==> src/rtl/ms_section_writer.sv <==
// Alternating-section master-slave writer: bursts of BURST_LEN incrementing writes on
// m_out (section A), then BURST_LEN decrementing writes on m_out2 (section B), repeat.
module ms_section_writer #(
  parameter int unsigned        BURST_LEN = 4,
  parameter logic signed [31:0] INIT_VAL  = 32'sd1337
) (
  input  logic               clk,
  input  logic               rst,
  input  logic               hold,
  output logic signed [31:0] m_out,
  output logic               m_out_notify,
  output logic signed [31:0] m_out2,
  output logic               m_out2_notify,
  output logic               section_o
);

  typedef enum logic {
    SECTION_A = 1'b0,
    SECTION_B = 1'b1
  } section_e;

  localparam logic [7:0] CNT_LAST = 8'(BURST_LEN - 1);

  section_e           section_q, section_d;
  logic signed [31:0] val_q, val_d;
  logic [7:0]         cnt_q, cnt_d;
  logic signed [31:0] m_out_q, m_out_d;
  logic signed [31:0] m_out2_q, m_out2_d;
  logic               notify_q, notify_d;
  logic               notify2_q, notify2_d;
  logic               section_o_q, section_o_d;

  always_comb begin
    // NOTE: every signal gets its hold value first, so no path through this block infers a latch.
    section_d   = section_q;
    val_d       = val_q;
    cnt_d       = cnt_q;
    m_out_d     = m_out_q;
    m_out2_d    = m_out2_q;
    notify_d    = 1'b0;
    notify2_d   = 1'b0;
    section_o_d = section_o_q;

    if (!hold) begin
      // section_o follows the section of the write on the bus, not the next one.
      section_o_d = (section_q == SECTION_B);
      if (section_q == SECTION_A) begin
        m_out_d  = val_q;
        notify_d = 1'b1;
        val_d    = val_q + 32'sd1;
      end else begin
        m_out2_d  = val_q;
        notify2_d = 1'b1;
        val_d     = val_q - 32'sd1;
      end

      if (cnt_q == CNT_LAST) begin
        cnt_d     = 8'd0;
        section_d = (section_q == SECTION_A) ? SECTION_B : SECTION_A;
      end else begin
        cnt_d = cnt_q + 8'd1;
      end
    end
  end

  // NOTE: sequential state uses non-blocking assignments so all flops update together at the edge.
  always_ff @(posedge clk) begin
    if (rst) begin
      section_q   <= SECTION_A;
      val_q       <= INIT_VAL;
      cnt_q       <= 8'd0;
      m_out_q     <= '0;
      m_out2_q    <= '0;
      notify_q    <= 1'b0;
      notify2_q   <= 1'b0;
      section_o_q <= 1'b0;
    end else begin
      section_q   <= section_d;
      val_q       <= val_d;
      cnt_q       <= cnt_d;
      m_out_q     <= m_out_d;
      m_out2_q    <= m_out2_d;
      notify_q    <= notify_d;
      notify2_q   <= notify2_d;
      section_o_q <= section_o_d;
    end
  end

  assign m_out         = m_out_q;
  assign m_out2        = m_out2_q;
  assign m_out_notify  = notify_q;
  assign m_out2_notify = notify2_q;
  assign section_o     = section_o_q;

endmodule

==> config.mk <==
export PLATFORM = sky130hd
export DESIGN_NAME = ms_section_writer
export DESIGN_NICKNAME = d
export VERILOG_FILES = /design/src/rtl/ms_section_writer.sv
export SDC_FILE = /design/constraint.sdc
export NUM_CORES = 1
export LEC_CHECK = 0
export CORE_MARGIN = 10
export CORE_UTILIZATION = 55
export DETAILED_ROUTE_END_ITERATION = 10
export GPL_TIMING_DRIVEN = 0
export PLACE_DENSITY = 0.8
export SLEW_MARGIN = 40
export SYNTH_ARGS = -nofsm -noshare
export SYNTH_HDL_FRONTEND = slang
export SYNTH_SLANG_ARGS = --single-unit
==> constraint.sdc <==
create_clock -name clk -period 4.34 [get_ports clk]
set_input_delay 0.868 -clock clk [delete_from_list [all_inputs] [get_ports clk]]
set_output_delay 0.868 -clock clk [all_outputs]
set_load 0.02 [all_outputs]
==> out/qor_table.md, run 1 <==
| Step | Parameter | Value |
| --- | --- | --- |
| routing | Post-detailed-routing wire length | 13,700 um |
| global route | Aggregate global-route resource usage | 0.192 |
| routing | Post-route DRC violation count | 0 |
| synthesis | Number of flip-flops and latches in the synthesized netlist | 108 |
| clocking | CTS Buffer Depth | 2 |
| power and ir drop | Pwr Density | 286 nW/um^2 |
| die | Total number of placement rows | 35 |
| clocking | Clock tree from TritonCTS | done |
| critical path | Kind of end point of the critical path | flip-flop |
| power and ir drop | Peak ir drop on the vdd network | 0.148 mV |
| sta | Fin Setup TNS | 0 ps |
| finish | Layout cell share with drive strength beyond 1 | 0.0537 |
| routing | Number of vias after detailed routing | 4,723 |
| critical path | CP delay by family, top | compound AO/OA/AOI/OAI gates |
| die | I/O pin count | 70 |
| clocking | Clock slew seen by the registers of the worst setup and hold paths | 100 ps |
| sta | Clock Skew | 14.1 ps |
| critical path | Arrival time of the worst setup path | 3600 ps |
| clocking | Clk root buf | sky130_fd_sc_hd__clkbuf_8 |
| sta | Achievable Freq | 300 MHz |
| synthesis | Yosys cell types | 59 |
| die | Die Span X | 118 um |
| die | Die Footprint | 13,800 um^2 |
| routing | Remaining antenna violation count after routing | 0 |
| critical path | Highest cell delay on the worst timing path | 530 ps |
| finish | Final design utilization | 0.680 |
| run status | Result of the run | finished, final reports clean |
| critical path | Cell with the biggest individual delay on the critical path | sky130_fd_sc_hd__dfxtp_2 |
| synthesis | Mapped cell area | 5230 um^2 |
| routing | Initial detailed-routing violation count | 355 |
| placement | Placed wire-length estimate | 9910 um |
| clocking | Level count of the clock H-tree | 3 |
| die | Area inside the core boundary | 9240 um^2 |
| synthesis | Post-synth EDFFs | 0 |
| worst hold path | Worst hold-check path type | flip-flop to flip-flop |
| synthesis | Share of synthesized area occupied by flip-flops and latches | 0.413 |
| routing | Mean routed wirelength per cell | 16.8 um |
| synthesis | Post-Synthesis Cells | 604 |
| synthesis | Count of yosys warnings during synthesis | 0 |
| critical path | Chain of cells forming the critical path | buf_16, ha_1, buf_2, a211o_1, a21oi_1, o21a_1, nor3b_2, a21oi_2, a311oi_4, o21a_2, o211ai_2, mux2_4 |
| clocking | Gates resized, CTS repair | 0 |
| sta | Unrepaired setup endpoints after global routing | false |
| routing | Avg Vias per Cell | 5.77 |
| critical path | Required time at the endpoint of the critical path | 4610 ps |
| placement | Port Buffers | 68 |
| global route | Global-route wire length before repair | 22,600 um |
| finish | # diodes | 0 |
| sta | Portion of the clock cycle consumed by the worst path in the final layout | 0.767 |
| synthesis | Net count after synthesis | 639 |
| sta | Final worst path period need | 3330 ps |
| sta | Least-Margin Pin Slew | 741 ps |
| synthesis | Mean cell area of the mapped netlist | 8.66 um^2 |
| clocking | Clock latency on the worst-skew pair | 380 ps |
| placement | GP Congestion | 0.958 |
| critical path | Buf/Inv on CP | 2 |
| finish | Syn-to-layout area delta | 20.1% |
| routing | Length of the first detailed-routing pass in iterations | 5 |
| sta | Slew HR | 0.506 |
| critical path | Worst setup SP type | flip-flop |
| critical path | Critical Setup Path Class | flip-flop to flip-flop |
| global route | Number of antenna violations at the first check in global routing | 0 |
| clocking | TritonCTS sink count | 108 |
| clocking | Cts-stage hold buffer count | 0 |
| critical path | Crit-path max FO | 27 |
| global route | Grt ovf | 0 |
| power and ir drop | Pleak | 2.50 nW |
| clocking | Buffer count from post-CTS setup fixing | 0 |
| die | Y dimension of the die | 118 um |
| sta | Hold Violations, Final | 0 |
| global route | Via count of the first global-routing pass | 4,411 |
| synthesis | Top flip-flop cell by instance count after synthesis | sky130_fd_sc_hd__dfxtp_1 |
| die | Starting density of the core | 0.566 |
| synthesis | Async set or reset register ratio after synthesis | 0 |
| job | Max-capacitance violation count | 0 |
| clocking | CTS buffer count | 9 |
| global route | Largest net degree at the start of global routing | 28 |
| sta | Number of setup violations in the final report | 0 |
| sta | Count of final max-slew check failures | 0 |
| finish | Final net count | 719 |
-- per-layer routing --
layer / global-route usage / vias up / wire (um)
li1: - / 2324 / -
met3: 0.0379 / 18 / 916
met2: 0.309 / 177 / 6340
met5: 0 / - / 0
met4: 0.0657 / 0 / 207
met1: 0.251 / 2204 / 6270
-- state kept, by name, indices dropped and copies added (netlist names) --
name,flops
cnt_q,8
m_out,32
m_out2,32
m_out2_notify,1
m_out_notify,1
section_o,1
section_q,1
val_q,32
-- tightest hold or removal path, cell delays in order (launching register included) --
cell                      delay, ps
sky130_fd_sc_hd__dfxtp_1        320
sky130_fd_sc_hd__nand2_1         50
sky130_fd_sc_hd__a21oi_1         50
-- cell usage after synthesis (2+ instances only) --
cell	instances	area, um^2
sky130_fd_sc_hd__dfxtp_1	108	2160
sky130_fd_sc_hd__nand2_1	104	390
sky130_fd_sc_hd__a21oi_1	81	405
sky130_fd_sc_hd__a22o_1	32	280
sky130_fd_sc_hd__ha_1	31	388
sky130_fd_sc_hd__nor2_1	31	116
sky130_fd_sc_hd__clkbuf_1	24	90.1
sky130_fd_sc_hd__a21o_1	17	128
sky130_fd_sc_hd__xor2_1	16	140
sky130_fd_sc_hd__o21ai_0	14	70.1
sky130_fd_sc_hd__xnor2_1	12	105
sky130_fd_sc_hd__nand3_1	11	55.1
sky130_fd_sc_hd__nor3_1	9	45.0
sky130_fd_sc_hd__o21a_1	9	67.6
sky130_fd_sc_hd__inv_1	7	26.3
sky130_fd_sc_hd__a211o_1	6	52.6
sky130_fd_sc_hd__a211oi_1	6	45.0
sky130_fd_sc_hd__mux2i_1	6	60.1
sky130_fd_sc_hd__nor2b_1	6	37.5
sky130_fd_sc_hd__and3_1	5	31.3
sky130_fd_sc_hd__buf_1	5	18.8
sky130_fd_sc_hd__nand2b_1	5	31.3
sky130_fd_sc_hd__nand4_1	5	31.3
sky130_fd_sc_hd__o21bai_1	5	37.5
sky130_fd_sc_hd__o22ai_1	4	25.0
sky130_fd_sc_hd__o211ai_1	3	22.5
sky130_fd_sc_hd__o21ai_1	3	15.0
sky130_fd_sc_hd__a2111oi_0	2	17.5
sky130_fd_sc_hd__a31oi_1	2	12.5
sky130_fd_sc_hd__and3_4	2	22.5
sky130_fd_sc_hd__buf_2	2	10.0
sky130_fd_sc_hd__nor3b_1	2	15.0
sky130_fd_sc_hd__or2_2	2	12.5
sky130_fd_sc_hd__or3_1	2	12.5
-- worst paths after layout --
| path | to | start | slack (ps) | cells after the start |
|---|---|---|---|---|
| setup reg to reg | val_q[31]$_SDFFE_PP0N_ | section_q$_SDFFE_PP0P_ | 1010 | 12 |
| hold / removal | m_out2[18]$_SDFFE_PP0P_ | m_out2[18]$_SDFFE_PP0P_ | 460 | 2 |
| hold reg to reg | m_out2[18]$_SDFFE_PP0P_ | m_out2[18]$_SDFFE_PP0P_ | 460 | 2 |
| setup / recovery | val_q[31]$_SDFFE_PP0N_ | section_q$_SDFFE_PP0P_ | 1010 | 12 |
-- layout make-up --
class / instances / area (um^2)
Inverter: 8 / 30.0
Sequential cell: 108 / 2160
Clock buffer: 10 / 128
Clock inverter: 6 / 55.1
Buffer: 32 / 124
Multi-Input combinational cell: 456 / 2910
Tap cell: 129 / 161
Fill cell: 798 / 2960
Timing Repair Buffer: 69 / 708
-- metrics by stage --
stage / instances / hold slack [ps] / area, um^2 / setup slack [ps] / power, W
6_report: 818 / 458 / 6280 / 1010 / 0.00180
5_1_grt: 818 / 478 / 6280 / 861 / 0.00187
4_1_cts: 818 / 464 / 6280 / 1050 / 0.00180
3_5_place_dp: 802 / 449 / 6100 / 1100 / 0.00123
3_3_place_gp: 801 / 444 / 6070 / 381 / 0.00122
2_1_floorplan: 604 / 453 / 5230 / 923 / 0.00117
-- cell families after synthesis --
| group | count (synthesis) | share of synthesized area |
|---|---|---|
| flip-flops | 108 | 0.413 |
| AND/OR/NAND/NOR | 194 | 0.170 |
| XOR/XNOR | 28 | 0.0469 |
| AO/OA/AOI/OAI | 195 | 0.248 |
| buffers and inverters | 40 | 0.0294 |
| adder cells (fa/ha/maj) | 32 | 0.0780 |
| multiplexers | 7 | 0.0144 |
-- power by group --
group | switching, W | total (W) | internal, W
combinational | 0.000110 | 0.000176 | 0.0000665
sequential | 0.0000221 | 0.00104 | 0.00101
clock | 0.000367 | 0.000588 | 0.000221
-- cells in the final DEF (no fill, tap or decap), types with 12 or more instances in the layout --
cell type	n
sky130_fd_sc_hd__nand2_1	104
sky130_fd_sc_hd__nor2_1	31
sky130_fd_sc_hd__a21oi_1	81
sky130_fd_sc_hd__clkdlybuf4s50_1	68
sky130_fd_sc_hd__clkbuf_1	25
sky130_fd_sc_hd__o21ai_0	14
sky130_fd_sc_hd__xor2_1	16
sky130_fd_sc_hd__dfxtp_1	107
sky130_fd_sc_hd__a21o_1	17
sky130_fd_sc_hd__a22o_1	32
sky130_fd_sc_hd__ha_1	31
sky130_fd_sc_hd__xnor2_1	12
Note: power is estimated with default switching activity, not from simulation.
==> run 2, diff against run 1 <==
--- a/config.mk
+++ b/config.mk
@@ -6,10 +6,10 @@
 export NUM_CORES = 1
 export LEC_CHECK = 0
 export CORE_MARGIN = 10
-export CORE_UTILIZATION = 55
+export CORE_UTILIZATION = 50
 export DETAILED_ROUTE_END_ITERATION = 10
 export GPL_TIMING_DRIVEN = 0
-export PLACE_DENSITY = 0.8
+export PLACE_DENSITY = 0.76
 export SLEW_MARGIN = 40
 export SYNTH_ARGS = -nofsm -noshare
 export SYNTH_HDL_FRONTEND = slang
==> constraint.sdc (replaced) <==
create_clock -name clk -period 3 [get_ports clk]
set_input_delay 0.6 -clock clk [delete_from_list [all_inputs] [get_ports clk]]
set_output_delay 0.6 -clock clk [all_outputs]
set_load 0.02 [all_outputs]
==> out/qor_table.md, run 2 (same netlist as run 1, synthesis figures left out) <==
| Step | Parameter | Value | Delta |
| --- | --- | --- | --- |
| job | Max-capacitance violation count | 0 | unchanged |
| clocking | Level count of the clock H-tree | 3 | unchanged |
| placement | Port Buffers | 68 | unchanged |
| power and ir drop | Net Sw Frac | 0.278 | +0.00130 |
| finish | Syn-to-layout area delta | 23.2% |  |
| routing | Remaining antenna violation count after routing | 0 | unchanged |
| routing | Number of vias after detailed routing | 4,729 | +0.13% |
| sta | Least-Margin Pin Slew | 759 ps | +17.6 ps |
| power and ir drop | Pleak | 2.54 nW | +1.8% |
| placement | Placed wire-length estimate | 10,100 um | +2.3% |
| global route | Number of antenna violations at the first check in global routing | 0 | unchanged |
| sta | Count of final max-slew check failures | 0 | unchanged |
| sta | Final worst path period need | 3000 ps | -324 ps |
| critical path | Chain of cells forming the critical path | buf_6, ha_1, o21a_1, a21oi_1, o21a_1, nor3b_4, a21oi_4, a311oi_4, o21a_2, o211ai_2, mux2_4 |  |
| sta | Final worst slack | -4.49 ps | -1020 ps |
| global route | Via count of the first global-routing pass | 4,443 | +0.73% |
| finish | Highest-count cells in the layout ignoring fill and taps | sky130_fd_sc_hd__dfxtp_1, sky130_fd_sc_hd__nand2_1, sky130_fd_sc_hd__a21oi_1 |  |
| global route | Grt ovf | 0 | unchanged |
| die | Total number of placement rows | 37 | +5.7% |
| critical path | Instance count on the critical path | 11 | -1 |
| sta | Clock Skew | 6.20 ps | -7.93 ps |
| critical path | Cell seen most often among critical-path stages | sky130_fd_sc_hd__o21a_1 |  |
| power and ir drop | Cell internal pwr | 0.00188 W | +45% |
| global route | Largest net degree at the start of global routing | 20 | -29% |
| power and ir drop | Combinational group share of total power | 0.101 | +0.003 |
| finish | # diodes | 0 | unchanged |
| finish | Non-filler instance count after layout | 835 | +2.1% |
| clocking | TritonCTS sink count | 108 | unchanged |
| power and ir drop | Share of power burned in the clock network | 0.325 | -0.002 |
| critical path | Number of cells on the worst reg-to-reg path | 11 | -1 |
| critical path | Critical Setup Path Class | flip-flop to flip-flop |  |
| clocking | Clock tree from TritonCTS | done |  |
| worst hold path | Worst hold-check path type | flip-flop to flip-flop |  |
| routing | Post-route DRC violation count | 0 | unchanged |
| sta | Portion of the clock cycle consumed by the worst path in the final layout | 1.00 | +0.234 |
| sta | Unrepaired setup endpoints after global routing | true |  |
| routing | Avg Vias per Cell | 5.66 | -1.9% |
| die | Die Footprint | 14,900 um^2 | +8.3% |
| finish | Most common library cell in the layout ignoring fill and taps | sky130_fd_sc_hd__dfxtp_1 |  |
| power and ir drop | Peak ir drop on the vdd network | 0.283 mV | +91% |
| die | Starting density of the core | 0.509 | -0.0571 |
| global route | Global-route wire length before repair | 22,500 um | -0.18% |
| placement | GP Congestion | 0.924 | -3.6% |
| worst hold path | Hold-critical path depth | 2 | unchanged |
| clocking | CTS buffer count | 9 | unchanged |
| critical path | Worst setup SP type | flip-flop |  |
| die | I/O pin count | 70 | unchanged |
| critical path | Arrival time of the worst setup path | 3280 ps | -320 ps |
| clocking | Clock latency on the worst-skew pair | 380 ps | about the same |
| global route | Aggregate global-route resource usage | 0.189 | -0.00361 |
| critical path | CP delay by family, top | compound AO/OA/AOI/OAI gates |  |
| finish | Final net count | 729 | +1.4% |
| sta | Hold Violations, Final | 0 | unchanged |
| power and ir drop | Net load switching power | 0.000726 W | +46% |
| power and ir drop | Part of the power in registers | 0.574 | -0.002 |
| run status | Violated checks | negative setup slack |  |
| critical path | Required time at the endpoint of the critical path | 3280 ps | -1330 ps |
| sta | Number of setup violations in the final report | 1 | +1 |
| routing | Length of the first detailed-routing pass in iterations | 6 | +1 |
| die | Die Span X | 122 um | +4.0% |
| finish | Filler cell count | 915 | +15% |
| finish | Layout cell share with drive strength beyond 1 | 0.0858 | +0.0321 |
| clocking | Clk root buf | sky130_fd_sc_hd__clkbuf_8 |  |
| die | Area inside the core boundary | 10,300 um^2 | +11% |
| run status | Result of the run | finished, violations left |  |
| critical path | Crit-path max FO | 8 | -70% |
| power and ir drop | Pwr Density | 405 nW/um^2 | +41% |
| routing | Initial detailed-routing violation count | 304 | -14% |
| placement | Dpl cells | 808 | +0.75% |
| die | Y dimension of the die | 122 um | +4.0% |
| sta | Slew HR | 0.490 | -0.0156 |
| critical path | Highest cell delay on the worst timing path | 390 ps | -140 ps |
| finish | Final design utilization | 0.627 | -0.0530 |
| critical path | Buf/Inv on CP | 1 | -1 |
| sta | Achievable Freq | 333 MHz | +11% |
| routing | Mean routed wirelength per cell | 17.1 um | +1.8% |
| clocking | Clock slew seen by the registers of the worst setup and hold paths | 110 ps | about the same |
| clocking | CTS Buffer Depth | 2 | unchanged |
| critical path | Cell with the biggest individual delay on the critical path | sky130_fd_sc_hd__dfxtp_4 |  |
| critical path | Kind of end point of the critical path | flip-flop |  |
| routing | Post-detailed-routing wire length | 14,300 um | +3.9% |
| sta | Fin Setup TNS | -4.49 ps | -4.49 ps |
## run 2: power groups by stage
stage	clock, W	sequential [W]	combinational, W
CTS	0.000872	0.00150	0.000258
detailed placement	0	0.00153	0.000251
global route	0.000917	0.00150	0.000289
floorplan	0	0.00154	0.000150
finish	0.000847	0.00150	0.000263
global placement	0	0.00153	0.000243
## run 2: routing by layer
| metal | share of wire | track usage | up-vias |
|---|---|---|---|
| met4 | 0.030 | 0.0781 | 0 |
| met1 | 0.45 | 0.243 | 2234 |
| met3 | 0.058 | 0.0372 | 28 |
| met2 | 0.46 | 0.305 | 122 |
| li1 | - | - | 2345 |
| met5 | 0 | 0 | - |
## run 2: worst paths after layout
path / from / endpoint / slack (ps)
worst min-delay path: m_out2[20]$_SDFFE_PP0P_ / m_out2[20]$_SDFFE_PP0P_ / 460
worst min register to register: m_out2[20]$_SDFFE_PP0P_ / m_out2[20]$_SDFFE_PP0P_ / 460
worst max-delay path: section_q$_SDFFE_PP0P_ / val_q[31]$_SDFFE_PP0N_ / -4
worst max register to register: section_q$_SDFFE_PP0P_ / val_q[31]$_SDFFE_PP0N_ / -4
## run 2: what timing repair did
item | in CTS | in global routing
resized for setup | 4 | 13
setup buffers | 6 | 6
pin swaps | 1 | 4
hold buffers | 0 | 0
endpoints found under the setup margin | 8 | 7
## run 2: final cells by class
| class | instances | area, um^2 | share of cell area |
|---|---|---|---|
| Buffer | 31 | 120 | 0.0186 |
| Clock buffer | 9 | 124 | 0.0192 |
| Clock inverter | 7 | 57.6 | 0.00893 |
| Inverter | 8 | 30.0 | 0.00466 |
| Multi-Input combinational cell | 456 | 2980 | 0.463 |
| Sequential cell | 108 | 2170 | 0.336 |
| Tap cell | 136 | 170 | 0.0264 |
| Timing Repair Buffer | 80 | 795 | 0.123 |
## run 2: stage by stage
step,worst slack (ps),power (W),instance area [um^2],hold WS [ps]
after floorplan,135,0.00169,5230,453
after global placement,-234,0.00177,6080,441
after detailed placement,-263,0.00178,6080,441
after CTS,0.550,0.00263,6330,462
after global routing,-103,0.00271,6440,479
final,-4.49,0.00261,6440,460
## run 2: tightest hold or removal path: cells and delay by family (launching register included)
| kind | cells | cell delay, ps |
|---|---|---|
| compound gates | 1 | 50 |
| flops | 1 | 320 |
| simple gates | 1 | 50 |
